===== config.mk =====
export PLATFORM = sky130hd
export DESIGN_NAME = window_serializer_flat
export DESIGN_NICKNAME = d
export VERILOG_FILES = /design/src/rtl/window_serializer_if.sv /design/src/rtl/window_serializer.sv /design/src/flat_wrapper.sv
export SDC_FILE = /design/constraint.sdc
export NUM_CORES = 1
export LEC_CHECK = 0
export CORE_MARGIN = 3
export CORE_UTILIZATION = 40
export CTS_BUF_LIST = sky130_fd_sc_hd__clkbuf_8
export CTS_CLUSTER_SIZE = 40
export DETAILED_ROUTE_END_ITERATION = 10
export DONT_BUFFER_PORTS = 1
export PLACE_DENSITY_LB_ADDON = 0.05
export REMOVE_ABC_BUFFERS = 1
export SLEW_MARGIN = 20
export SYNTH_ARGS = -nofsm -noshare
export SYNTH_HDL_FRONTEND = slang
export SYNTH_SLANG_ARGS = --single-unit

===== constraint.sdc =====
create_clock -name clock -period 3.4 [get_ports clock]
set_input_delay 1.02 -clock clock [delete_from_list [all_inputs] [get_ports clock]]
set_output_delay 1.02 -clock clock [all_outputs]
set_load 0.01 [all_outputs]

===== src/rtl/window_serializer_if.sv =====
// rtl/window_serializer_if.sv - load and serial handshake bundle for window_serializer
interface window_serializer_if #(
  parameter int SIZE       = 3,
  parameter int DATA_WIDTH = 32
);
  logic [SIZE*DATA_WIDTH-1:0] load_data;
  logic                       load_valid;
  logic                       load_ready;
  logic [DATA_WIDTH-1:0]      shift_out;
  logic                       shift_valid;
  logic                       shift_ready;
  logic                       last;
  logic                       busy;

  modport master (
    output load_data, load_valid, shift_ready,
    input  load_ready, shift_out, shift_valid, last, busy
  );

  modport slave (
    input  load_data, load_valid, shift_ready,
    output load_ready, shift_out, shift_valid, last, busy
  );
endinterface


===== src/rtl/window_serializer.sv =====
// rtl/window_serializer.sv - parallel word to element stream, element SIZE-1 first
// Optional one-word preload buffer compiled in by SERIALIZER_PRELOAD_EN.
module window_serializer #(
  parameter int SIZE       = 3,
  parameter int DATA_WIDTH = 32
) (
  input  logic                clock,
  input  logic                reset,
  window_serializer_if.slave  bus
);

  localparam int CW = (SIZE > 1) ? $clog2(SIZE) : 1;
  localparam int WW = SIZE * DATA_WIDTH;
  localparam logic [CW-1:0] TOP = CW'(SIZE - 1);

  typedef enum logic {IDLE, SHIFT} state_t;

  state_t                state_q, state_d;
  logic [WW-1:0]         word_q, word_d;
  logic [CW-1:0]         count_q, count_d;
  logic [DATA_WIDTH-1:0] shift_out_q, shift_out_d;
  logic                  shift_valid_q, shift_valid_d;
  logic                  last_q, last_d;
  logic                  load_ready_q, load_ready_d;
`ifdef SERIALIZER_PRELOAD_EN
  logic [WW-1:0]         buf_q, buf_d;
  logic                  buf_full_q, buf_full_d;
`endif

  logic load_fire;
  logic xfer;
  logic xfer_last;

  assign load_fire = bus.load_valid && load_ready_q;
  assign xfer      = shift_valid_q && bus.shift_ready;
  assign xfer_last = xfer && (count_q == '0);

  function automatic logic [DATA_WIDTH-1:0] elem(input logic [WW-1:0] w, input logic [CW-1:0] idx);
    elem = w[DATA_WIDTH*int'(idx) +: DATA_WIDTH];
  endfunction

  always_comb begin
    state_d     = state_q;
    word_d      = word_q;
    count_d     = count_q;
    shift_out_d = shift_out_q;
`ifdef SERIALIZER_PRELOAD_EN
    buf_d       = buf_q;
    buf_full_d  = buf_full_q;
`endif
    case (state_q)
      IDLE: begin
        if (load_fire) begin
          state_d     = SHIFT;
          word_d      = bus.load_data;
          count_d     = TOP;
          shift_out_d = elem(bus.load_data, TOP);
        end
      end
      SHIFT: begin
        if (xfer && !xfer_last) begin
          count_d     = count_q - CW'(1);
          shift_out_d = elem(word_q, count_q - CW'(1));
        end else if (xfer_last) begin
`ifdef SERIALIZER_PRELOAD_EN
          // A buffered word wins; a load can only fire here when the buffer is empty.
          if (buf_full_q) begin
            word_d      = buf_q;
            count_d     = TOP;
            shift_out_d = elem(buf_q, TOP);
            buf_full_d  = 1'b0;
          end else if (load_fire) begin
            word_d      = bus.load_data;
            count_d     = TOP;
            shift_out_d = elem(bus.load_data, TOP);
          end else begin
            state_d = IDLE;
          end
`else
          state_d = IDLE;
`endif
        end
`ifdef SERIALIZER_PRELOAD_EN
        if (load_fire && !xfer_last) begin
          buf_d      = bus.load_data;
          buf_full_d = 1'b1;
        end
`endif
      end
      default: state_d = IDLE;
    endcase

    shift_valid_d = (state_d == SHIFT);
    last_d        = shift_valid_d && (count_d == '0);
`ifdef SERIALIZER_PRELOAD_EN
    load_ready_d  = !buf_full_d;
`else
    load_ready_d  = (state_d == IDLE);
`endif
  end

  always_ff @(posedge clock) begin
    if (reset) begin
      state_q       <= IDLE;
      word_q        <= '0;
      count_q       <= '0;
      shift_out_q   <= '0;
      shift_valid_q <= 1'b0;
      last_q        <= 1'b0;
      load_ready_q  <= 1'b1;
`ifdef SERIALIZER_PRELOAD_EN
      buf_q         <= '0;
      buf_full_q    <= 1'b0;
`endif
    end else begin
      state_q       <= state_d;
      word_q        <= word_d;
      count_q       <= count_d;
      shift_out_q   <= shift_out_d;
      shift_valid_q <= shift_valid_d;
      last_q        <= last_d;
      load_ready_q  <= load_ready_d;
`ifdef SERIALIZER_PRELOAD_EN
      buf_q         <= buf_d;
      buf_full_q    <= buf_full_d;
`endif
    end
  end

  assign bus.load_ready  = load_ready_q;
  assign bus.shift_out   = shift_out_q;
  assign bus.shift_valid = shift_valid_q;
  assign bus.last        = last_q;
  assign bus.busy        = shift_valid_q;

endmodule


===== src/flat_wrapper.sv =====
// flat-port wrapper written by rule: the top's interface ports become plain ports
module window_serializer_flat 
#(
  parameter int SIZE       = 3,
  parameter int DATA_WIDTH = 32
)
  (clock, reset, bus_load_data, bus_load_valid, bus_shift_ready, bus_load_ready, bus_shift_out, bus_shift_valid, bus_last, bus_busy);
  window_serializer_if #(.SIZE(SIZE), .DATA_WIDTH(DATA_WIDTH)) bus_i ();
  input  logic clock;
  input  logic reset;
  input wire logic [$bits(bus_i.load_data)-1:0] bus_load_data;
  input wire logic [$bits(bus_i.load_valid)-1:0] bus_load_valid;
  input wire logic [$bits(bus_i.shift_ready)-1:0] bus_shift_ready;
  output wire logic [$bits(bus_i.load_ready)-1:0] bus_load_ready;
  output wire logic [$bits(bus_i.shift_out)-1:0] bus_shift_out;
  output wire logic [$bits(bus_i.shift_valid)-1:0] bus_shift_valid;
  output wire logic [$bits(bus_i.last)-1:0] bus_last;
  output wire logic [$bits(bus_i.busy)-1:0] bus_busy;
  assign bus_i.load_data = bus_load_data;
  assign bus_i.load_valid = bus_load_valid;
  assign bus_i.shift_ready = bus_shift_ready;
  assign bus_load_ready = bus_i.load_ready;
  assign bus_shift_out = bus_i.shift_out;
  assign bus_shift_valid = bus_i.shift_valid;
  assign bus_last = bus_i.last;
  assign bus_busy = bus_i.busy;
  window_serializer #(.SIZE(SIZE), .DATA_WIDTH(DATA_WIDTH)) u_core (.clock(clock), .reset(reset), .bus(bus_i));
endmodule

==> results of run 1 <==
==> through the flow <==
| stage | cell area [µm²] | power (mW) | hold slack [ns] | TNS (ns) |
|---|---|---|---|---|
| after floorplan | 5320 | 2.17 | 0.427 | -45.99 |
| after global placement | 5620 | 2.30 | 0.434 | 0 |
| after detailed placement | 5620 | 2.32 | 0.440 | 0 |
| after CTS | 6010 | 3.59 | 0.450 | 0 |
| after global routing | 6010 | 3.73 | 0.468 | 0 |
| final | 6010 | 3.54 | 0.451 | 0 |
==> synth_stat cells (all sizes together) <==
cell,number
a221o,32
and3b,2
nor3,2
nand3b,2
nor2b,1
dfxtp,133
a311o,1
nand3,2
or2,32
a21oi,100
nand4,1
inv,4
nand2,193
a32o,32
mux2,32
a211oi,1
buf,31
clkbuf,28
ha,1
==> layer usage <==
metal / wire length [µm] / GRT usage
met5: 0 / 0
met1: 6330 / 0.233
met3: 1330 / 0.0768
met2: 7020 / 0.313
met4: 87 / 0.0464
==> worst max-delay path, cell delays in order, from the launching register on <==
cell	delay (ns)
dfxtp_2	0.53
buf_4	0.38
nand3b_1	0.26
a21oi_4	0.88
a32o_1	0.28
==> flip-flops by register name, indices dropped and copies added (netlist names) <==
signal / cells
u_core.word_q: 96
u_core.bus.shift_out: 32
u_core.count_q: 2
u_core.bus.last: 1
u_core.bus.load_ready: 1
u_core.state_q: 1
==> power by group through the flow <==
stage          registers (mW)  clock network (mW)  logic, mW
2_1_floorplan            1.79                   0      0.380
3_3_place_gp             1.81                   0      0.495
3_5_place_dp             1.81                   0      0.506
4_1_cts                  1.78                1.30      0.507
5_1_grt                  1.79                1.38      0.554
6_report                 1.77                1.27      0.494
==> worst max path at each step <==
stage | endpoint | slack (ns) | cells past startpoint
floorplan | u_core.bus.shift_out[0]$_SDFFE_PP0P_ | -1.44 | 3
global placement | u_core.bus.shift_out[4]$_SDFFE_PP0P_ | 0.62 | 4
detailed placement | u_core.bus.shift_out[22]$_SDFFE_PP0P_ | 0.61 | 4
CTS | u_core.bus.shift_out[7]$_SDFFE_PP0P_ | 0.94 | 4
global route | u_core.bus.shift_out[22]$_SDFFE_PP0P_ | 0.83 | 4
finish | u_core.bus.shift_out[21]$_SDFFE_PP0P_ | 1.0 | 4
==> area by class of cell <==
cell class / instances / area, µm²
Timing Repair Buffer: 8 / 60.1
Sequential cell: 133 / 2670
Clock buffer: 27 / 372
Clock inverter: 5 / 20.0
Multi-Input combinational cell: 434 / 2660
Tap cell: 176 / 220
Inverter: 4 / 15.0
Fill cell: 1358 / 7490
==> kinds of logic (layout without fill, tap and decap cells) <==
kind of cell / Yosys count / in the layout / share of synthesized area
flops: 133 / 133 / 0.473
buf+inv: 63 / 44 / 0.0584
fa+ha+maj: 1 / 1 / 0.00222
compound gates: 166 / 166 / 0.206
simple gates: 235 / 235 / 0.178
mux: 32 / 32 / 0.0827
==> flow_summary_export.csv, run 1 <==
group,metric,value,unit
placement,place_ws,0.609,ns
clocking,root_buffer,"clkbuf_8",
setup_path,critPathKind,"flop to flop",
clocking,path_clk_slew,0.07,ns
pwr,powerDensity,588,nW/µm²
die,die_y,125,µm
setup_path,cp_max_fo,32,
pwr,vdd_drop_max,351,µV
layout,final_cell_mix,"nand2_1 (193), dfxtp_1 (131), a21oi_1 (99)",
synthesis,synth_top_area_frac,0.473,
routing,drt.antenna.violating_nets,0,
routing,route.detailed.drc,0,
worst_hold_path,holdPathEnd,"u_core.word_q[4]$_SDFFE_PP0P_",
clocking,ctsHoldBuffers,0,
clocking,clock-sinks,133,
setup_path,cp-end-kind,"flop",
die,boundaryPins,136,
status,status,"finished clean",
die,core_area,13500,µm²
pwr,p_clk_frac,0.359,
routing,first_iter_violations,273,
setup_path,worstPathRequired,3.78,ns
pwr,intPower,2.59,mW
routing,post_drt_via_cell_ratio,5.43,
global_routing,grt_first_pass_wirelength,23500,µm
sta,layout_min_cycle_time,2.40,ns
pwr,seqPwrFrac,0.502,
setup_path,start_kind,"flop",
routing,vias,4273,
global_routing,overflow,0,
setup_path,crit_arrival,2.78,ns
pwr,power_leakage,2.24,nW
sta,hold_violations,0,
placement,dp_hpwl,8720,µm
global_routing,grt.total_usage,0.190,
sta,min_period_over_period,0.706,
synthesis,synth_area,5630,µm²
global_routing,grt_max_degree,102,
die,die_area,15500,µm²
synthesis,ys_warn_count,0,
sta,relSlewSlack,0.294,
synthesis,synth.largest_area_cell,"dfxtp_1",
sta,rsz0062_at_grt,"no",
setup_path,startpoint,"u_core.state_q$_SDFF_PP0_",
clocking,clock_latency,0.44,ns
layout,final_core_util,0.445,
placement,dp_cells,755,
sta,fin_skew,0.0110,ns
clocking,htreeDepth,4,
clocking,cts_setup_buffers,0,
synthesis,synth_cell_types,25,
worst_hold_path,hold_depth,2,
sta,setup_ws,0.999,ns
sta,max_freq,0.416,GHz
setup_path,reg2reg_depth,4,
routing,drt_pre_antenna_iters,6,
die,rows,42,
clocking,cts_tree,"done",
routing,wirelength,14800,µm
layout,final_nets,699,
clocking,cts-buffers-inserted,17,
layout,synthToLayoutAreaGrowth,6.82,%
clocking,clockBufferDepth,2,
synthesis,synth_seq_cells,133,
sta,worst_pin_slew,1.06,ns
global_routing,grt_pass1_vias,4275,
layout,diodes,0,
layout,layout_commonest_cell,"nand2_1",
layout,drive_gt1_frac,0.175,
die,start_util,0.417,
synthesis,synth-seq-area-share,0.473,
global_routing,antenna_found_initial,0,
setup_path,r2r-end,"u_core.bus.shift_out[21]$_SDFFE_PP0P_",
run,cap_violations,0,
sta,maxSlewViolCount,0,
clocking,ctsResizeCount,0,
placement,gp_congestion,0.701,
worst_hold_path,hp-start,"u_core.word_q[4]$_SDFFE_PP0P_",
synthesis,synth.top_cells.by_area,"dfxtp_1 (47%), nand2_1 (13%), a21oi_1 (8.9%)",
worst_hold_path,hold_path.class,"flop to flop",
synthesis,postSynthAreaPerCell,8.94,µm²
die,die_w,125,µm
pwr,p_sw,950,µW
layout,stdcell_count,787,
routing,wl_per_cell,18.8,µm
placement,io_buffer_count,0,
sta,setup_viol,0,
setup_path,regToRegSetupSlack,1.0,ns
pwr,switching_share,0.269,
synthesis,syn-instance-count,630,
setup_path,timing.rr.start,"u_core.state_q$_SDFF_PP0_",
pwr,p_comb_frac,0.140,
No activity file was read; power rests on OpenSTA's default activity.
==> run 2: changes to the inputs <==
==> constraint.sdc (replaced) <==
create_clock -name clock -period 2.2 [get_ports clock]
set_input_delay 0.66 -clock clock [delete_from_list [all_inputs] [get_ports clock]]
set_output_delay 0.66 -clock clock [all_outputs]
set_load 0.01 [all_outputs]
==> run 2 against run 1 <==
Net effect: register-to-register slack worse by 0.90 ns; total power increased by 53%; cell area increased by 1.2%; combinational power up 67%; non-clock buffer count is 8 higher; clock skew about the same; count of clock-buffer cells in the layout is 6 lower; die area stayed put; sequential power increased by 55%; wire length is 2.7% higher; largest cell class is now multi-input combinational cells; largest power group unchanged; highest routed layer unchanged.
==> flow_summary_export.csv, run 2 (synthesis gave the netlist of run 1 again) <==
group,metric,value,unit
routing,drt.antenna.violating_nets,0,
sta,setup_ws,0.0946,ns
layout,synthToLayoutAreaGrowth,8.09,%
clocking,cts-buffers-inserted,17,
routing,wl_per_cell,19.1,µm
layout,diodes,0,
die,core_area,13500,µm²
clocking,cts_tree,"done",
global_routing,grt_max_degree,102,
sta,rsz0062_at_grt,"no",
global_routing,overflow,0,
worst_hold_path,hold_path.class,"primary input to flop",
layout,largest_reg_flops,96,
routing,first_iter_violations,283,
global_routing,grt.total_usage,0.193,
pwr,vdd_drop_max,483,µV
routing,wirelength,15200,µm
setup_path,startpoint,"u_core.count_q[0]$_SDFF_PP0_",
worst_hold_path,hp-start,"reset",
pwr,p_comb_frac,0.152,
global_routing,antenna_found_initial,0,
pwr,switching_share,0.274,
pwr,intPower,3.94,mW
placement,io_buffer_count,0,
setup_path,start_kind,"flop",
global_routing,grt_first_pass_wirelength,23800,µm
setup_path,crit_arrival,2.49,ns
clocking,clock-sinks,133,
run,cap_violations,0,
setup_path,timing.rr.start,"u_core.count_q[0]$_SDFF_PP0_",
die,die_y,125,µm
clocking,clock_latency,0.44,ns
pwr,p_sw,1.49,mW
clocking,htreeDepth,4,
die,start_util,0.417,
die,boundaryPins,136,
sta,min_period_over_period,0.957,
clocking,root_buffer,"clkbuf_8",
clocking,clockBufferDepth,2,
sta,setup_viol,0,
layout,final_core_util,0.451,
sta,relSlewSlack,0.328,
placement,dpl-instance-area,5720,µm²
layout,layout_commonest_cell,"nand2_1",
die,die_w,125,µm
sta,layout_min_cycle_time,2.11,ns
layout,postLayoutCellArea,6090,µm²
global_routing,grt_pass1_vias,4283,
placement,dp_hpwl,9220,µm
pwr,powerDensity,892,nW/µm²
routing,post_drt_via_cell_ratio,5.45,
clocking,ctsHoldBuffers,0,
setup_path,critPathKind,"flop to flop",
sta,hold_ws,0.283,ns
die,die_area,15500,µm²
status,status,"finished clean",
sta,max_freq,0.475,GHz
pwr,p_clk_frac,0.343,
setup_path,cp_max_fo,16,
placement,place_ws,0.0901,ns
placement,gp_congestion,0.723,
routing,route.detailed.drc,0,
setup_path,worstPathRequired,2.58,ns
layout,final_nets,708,
clocking,path_clk_slew,0.07,ns
die,rows,42,
sta,hold_violations,0,
sta,maxSlewViolCount,0,
sta,worst_pin_slew,1.00,ns
layout,final_cell_mix,"nand2_1 (193), dfxtp_1 (131), a21oi_1 (99)",
pwr,power.total,5.43,mW
pwr,seqPwrFrac,0.505,
routing,vias,4336,
layout,drive_gt1_frac,0.183,
layout,top_register,"u_core.word_q",
sta,fin_skew,0.0112,ns
pwr,power_leakage,2.29,nW
routing,drt_pre_antenna_iters,5,
setup_path,cp-end-kind,"flop",
## run 2: cell count changes in the layout (fill, tap and decap cells not counted)
cell       change
clkbuf_8       -6
buf_4          +5
buf_12         +3
clkinv_2       +2
inv_1          +2
bufinv_16      +1
nor2b_2        +1
## run 2: worst paths after layout
| path | cells past startpoint | end | slack [ns] |
|---|---|---|---|
| max | 5 | u_core.bus.shift_out[0]$_SDFFE_PP0P_ | 0.09 |
| min reg2reg | 2 | u_core.word_q[78]$_SDFFE_PP0P_ | 0.45 |
| max reg2reg | 5 | u_core.bus.shift_out[0]$_SDFFE_PP0P_ | 0.09 |
| min | 1 | u_core.word_q[46]$_SDFFE_PP0P_ | 0.28 |
## run 2: power by group through the flow
stage	clock (mW)	sequential, mW	combinational, mW
6_report	1.86	2.74	0.826
5_1_grt	2.03	2.76	0.916
3_3_place_gp	0	2.79	0.813
2_1_floorplan	0	2.77	0.587
3_5_place_dp	0	2.80	0.831
4_1_cts	1.92	2.74	0.832
## run 2: worst max-delay path, stage by stage (launching register included)
cell     delay, ns
dfxtp_2       0.32
inv_1         0.06
ha_2          0.38
nor2b_2       0.83
a221o_1       0.28
a32o_1        0.16
## run 2: repair_timing
action | in CTS | in global routing
endpoints found under the hold margin | 0 | 0
setup endpoints to repair | 0 | 19
resized for setup | 0 | 0
setup buffers | 0 | 0
## run 2: per-layer routing
metal,share of wire,GRT usage
met1,0.44,0.244
met2,0.46,0.307
met3,0.087,0.0759
met4,0.0088,0.0522
met5,0,0
## run 2: final cells by class
| class | count | area, µm² |
|---|---|---|
| Sequential cell | 133 | 2670 |
| Fill cell | 1323 | 7420 |
| Tap cell | 176 | 220 |
| Clock inverter | 10 | 67.6 |
| Timing Repair Buffer | 16 | 158 |
| Multi-Input combinational cell | 435 | 2670 |
| Clock buffer | 21 | 289 |
| Inverter | 4 | 15.0 |
## run 2: metrics by stage
step / setup TNS [ns] / instances
2_1_floorplan: -150.13 / 571
3_3_place_gp: 0 / 763
3_5_place_dp: 0 / 763
4_1_cts: 0 / 794
5_1_grt: 0 / 795
6_report: 0 / 795
==> run 3: changes to the inputs <==
--- a/config.mk
+++ b/config.mk
@@ -5,9 +5,9 @@
 export SDC_FILE = /design/constraint.sdc
 export NUM_CORES = 1
 export LEC_CHECK = 0
-export CORE_MARGIN = 3
 export CORE_UTILIZATION = 40
 export CTS_BUF_LIST = sky130_fd_sc_hd__clkbuf_8
+export CTS_CLUSTER_DIAMETER = 60
 export CTS_CLUSTER_SIZE = 40
 export DETAILED_ROUTE_END_ITERATION = 10
 export DONT_BUFFER_PORTS = 1
==> run 3 against run 2 <==
Net effect: worst hold slack better by 0.0091 ns; setup slack better by 0.090 ns; total power up 7.6%; sequential cell count unchanged; largest power group unchanged; fmax up 4.5%; die area down 6.3%.
==> flow_summary_export.csv, run 3 (synthesis gave the netlist of run 1 again) <==
group,metric,value,unit
setup_path,r2r-end,"u_core.bus.shift_out[28]$_SDFFE_PP0P_",
sta,rsz0062_at_grt,"no",
global_routing,top_usage_layer,"met2",
clocking,cts_tree,"done",
layout,top_register,"u_core.word_q",
setup_path,crit_arrival,2.34,ns
sta,hold_ws,0.292,ns
setup_path,cp_max_fo,6,
global_routing,grt_use_met3,0.0807,
sta,min_period_over_period,0.916,
setup_path,cp_slowest_cell,"ha_2",
pwr,p_comb_frac,0.140,
layout,layout_commonest_cell,"nand2_1",
sta,fin_tns_setup,0,ns
sta,layout_min_cycle_time,2.01,ns
sta,relSlewSlack,0.593,
layout,fill_cells,1336,
layout,final_nets,708,
pwr,powerDensity,944,nW/µm²
pwr,intPower,4.31,mW
routing,wirelength,14600,µm
pwr,seqPwrFrac,0.468,
layout,final_cell_mix,"nand2_1 (193), dfxtp_1 (131), a21oi_1 (99)",
sta,max_freq,0.496,GHz
sta,setup_viol,0,
placement,dp_cells,763,
placement,place_ws,0.0996,ns
clocking,clock_latency,0.43,ns
routing,route.detailed.drc,0,
setup_path,regToRegSetupSlack,0.19,ns
die,die_w,121,µm
die,core_area,13500,µm²
global_routing,antenna_found_initial,0,
global_routing,met1_usage,0.243,
layout,drive_gt1_frac,0.190,
routing,vias,4328,
worst_hold_path,hp-start,"reset",
worst_hold_path,hold_depth,1,
setup_path,start_kind,"flop",
clocking,ctsHoldBuffers,0,
worst_hold_path,holdPathEnd,"u_core.word_q[45]$_SDFFE_PP0P_",
setup_path,path_cells,"inv_1 > ha_2 > buf_4 > mux2_2 > a221o_1 > a32o_1",
setup_path,slowest_delay,0.40,ns
global_routing,grt_pass1_vias,4370,
die,die_y,121,µm
global_routing,overflow,0,
routing,drt.antenna.violating_nets,0,
pwr,switching_share,0.262,
global_routing,grt_max_degree,102,
sta,fin_skew,0.00604,ns
sta,worst_pin_slew,0.609,ns
worst_hold_path,hold_path.class,"primary input to flop",
clocking,clock-sinks,133,
clocking,cts-buffers-inserted,17,
layout,final_core_util,0.458,
die,die_area,14600,µm²
pwr,p_clk_frac,0.391,
placement,gp_congestion,0.721,
global_routing,grtUsageMet2,0.351,
placement,dp_hpwl,8760,µm
global_routing,grt.total_usage,0.208,
die,start_util,0.417,
pwr,p_sw,1.53,mW
setup_path,reg2reg_depth,6,
clocking,clockBufferDepth,2,
sta,maxSlewViolCount,0,
layout,stdcell_count,797,
layout,largest_reg_flops,96,
clocking,root_buffer,"clkbuf_8",
setup_path,startpoint,"u_core.count_q[0]$_SDFF_PP0_",
layout,synthToLayoutAreaGrowth,9.78,%
run,cap_violations,0,
routing,first_iter_violations,256,
pwr,power_leakage,2.32,nW
sta,hold_violations,0,
die,rows,42,
clocking,htreeDepth,4,
pwr,vdd_drop_max,618,µV
routing,post_drt_via_cell_ratio,5.43,
clocking,path_clk_slew,0.07,ns
placement,io_buffer_count,0,
routing,wl_per_cell,18.3,µm
global_routing,grt_first_pass_wirelength,23100,µm
clocking,cts_setup_buffers,0,
setup_path,timing.rr.start,"u_core.count_q[0]$_SDFF_PP0_",
setup_path,worstPathRequired,2.53,ns
setup_path,critPathKind,"flop to flop",
sta,setup_ws,0.185,ns
status,status,"finished clean",
routing,drt_pre_antenna_iters,4,
die,boundaryPins,136,
setup_path,cp-end-kind,"flop",
run 3: cell count changes in the layout (fill, tap and decap cells not counted):
cell        previous run  this run
nor2b_4                1         2
clkinvlp_4             0         1
bufinv_16              1         4
clkinv_2               3         4
nor2b_2                1         0
diode_2                0         1
inv_1                 10         6
run 3: critical path: cells and delay by family, from the launching register on:
kind                     cells  cell delay (ns)
AO/OA/AOI/OAI                2             0.55
adder cells (fa/ha/maj)      1             0.40
multiplexers                 1             0.35
flip-flops                   1             0.33
buffers and inverters        2             0.27
run 3: stage by stage:
step,power [mW],cell area [µm²]
2_1_floorplan,3.35,5320
3_3_place_gp,3.59,5720
3_5_place_dp,3.62,5720
4_1_cts,5.90,6160
5_1_grt,6.13,6180
6_report,5.84,6180
run 3: metal layers:
layer	vias up	part of all wire
met5	-	0
met4	0	0.0088
met3	7	0.075
met2	116	0.48
met1	2062	0.43
li1	2143	-
run 3: worst max path at each step:
stage                                                       end  cells past startpoint
final                     u_core.bus.shift_out[28]$_SDFFE_PP0P_                      6
after global routing      u_core.bus.shift_out[27]$_SDFFE_PP0P_                      6
after CTS                  u_core.bus.shift_out[0]$_SDFFE_PP0P_                      5
after detailed placement  u_core.bus.shift_out[19]$_SDFFE_PP0P_                      5
after global placement     u_core.bus.shift_out[0]$_SDFFE_PP0P_                      5
after floorplan            u_core.bus.shift_out[0]$_SDFFE_PP0P_                      3
run 3: repair_timing:
item	in CTS	in global routing
setup endpoints to repair	0	32
hold endpoints to repair	0	0
gates resized for setup	0	1
run 3: area by class of cell:
cell class	count	area, µm²	share of cell area
multi-input cells	435	2680	0.433
flip-flops and latches	133	2670	0.431
clock inverters	11	155	0.0251
repair buffers	16	158	0.0255
diodes	1	2.50	0.000405
well taps	176	220	0.0356
clock buffers	21	289	0.0468
inverters	4	15.0	0.00243
run 3: power by group through the flow:
| stage | Sequential, mW | Combinational [mW] | Clock [mW] |
|---|---|---|---|
| 2_1_floorplan | 2.77 | 0.587 | 0 |
| 3_3_place_gp | 2.79 | 0.808 | 0 |
| 3_5_place_dp | 2.79 | 0.825 | 0 |
| 4_1_cts | 2.74 | 0.827 | 2.33 |
| 5_1_grt | 2.76 | 0.916 | 2.45 |
| 6_report | 2.73 | 0.820 | 2.28 |
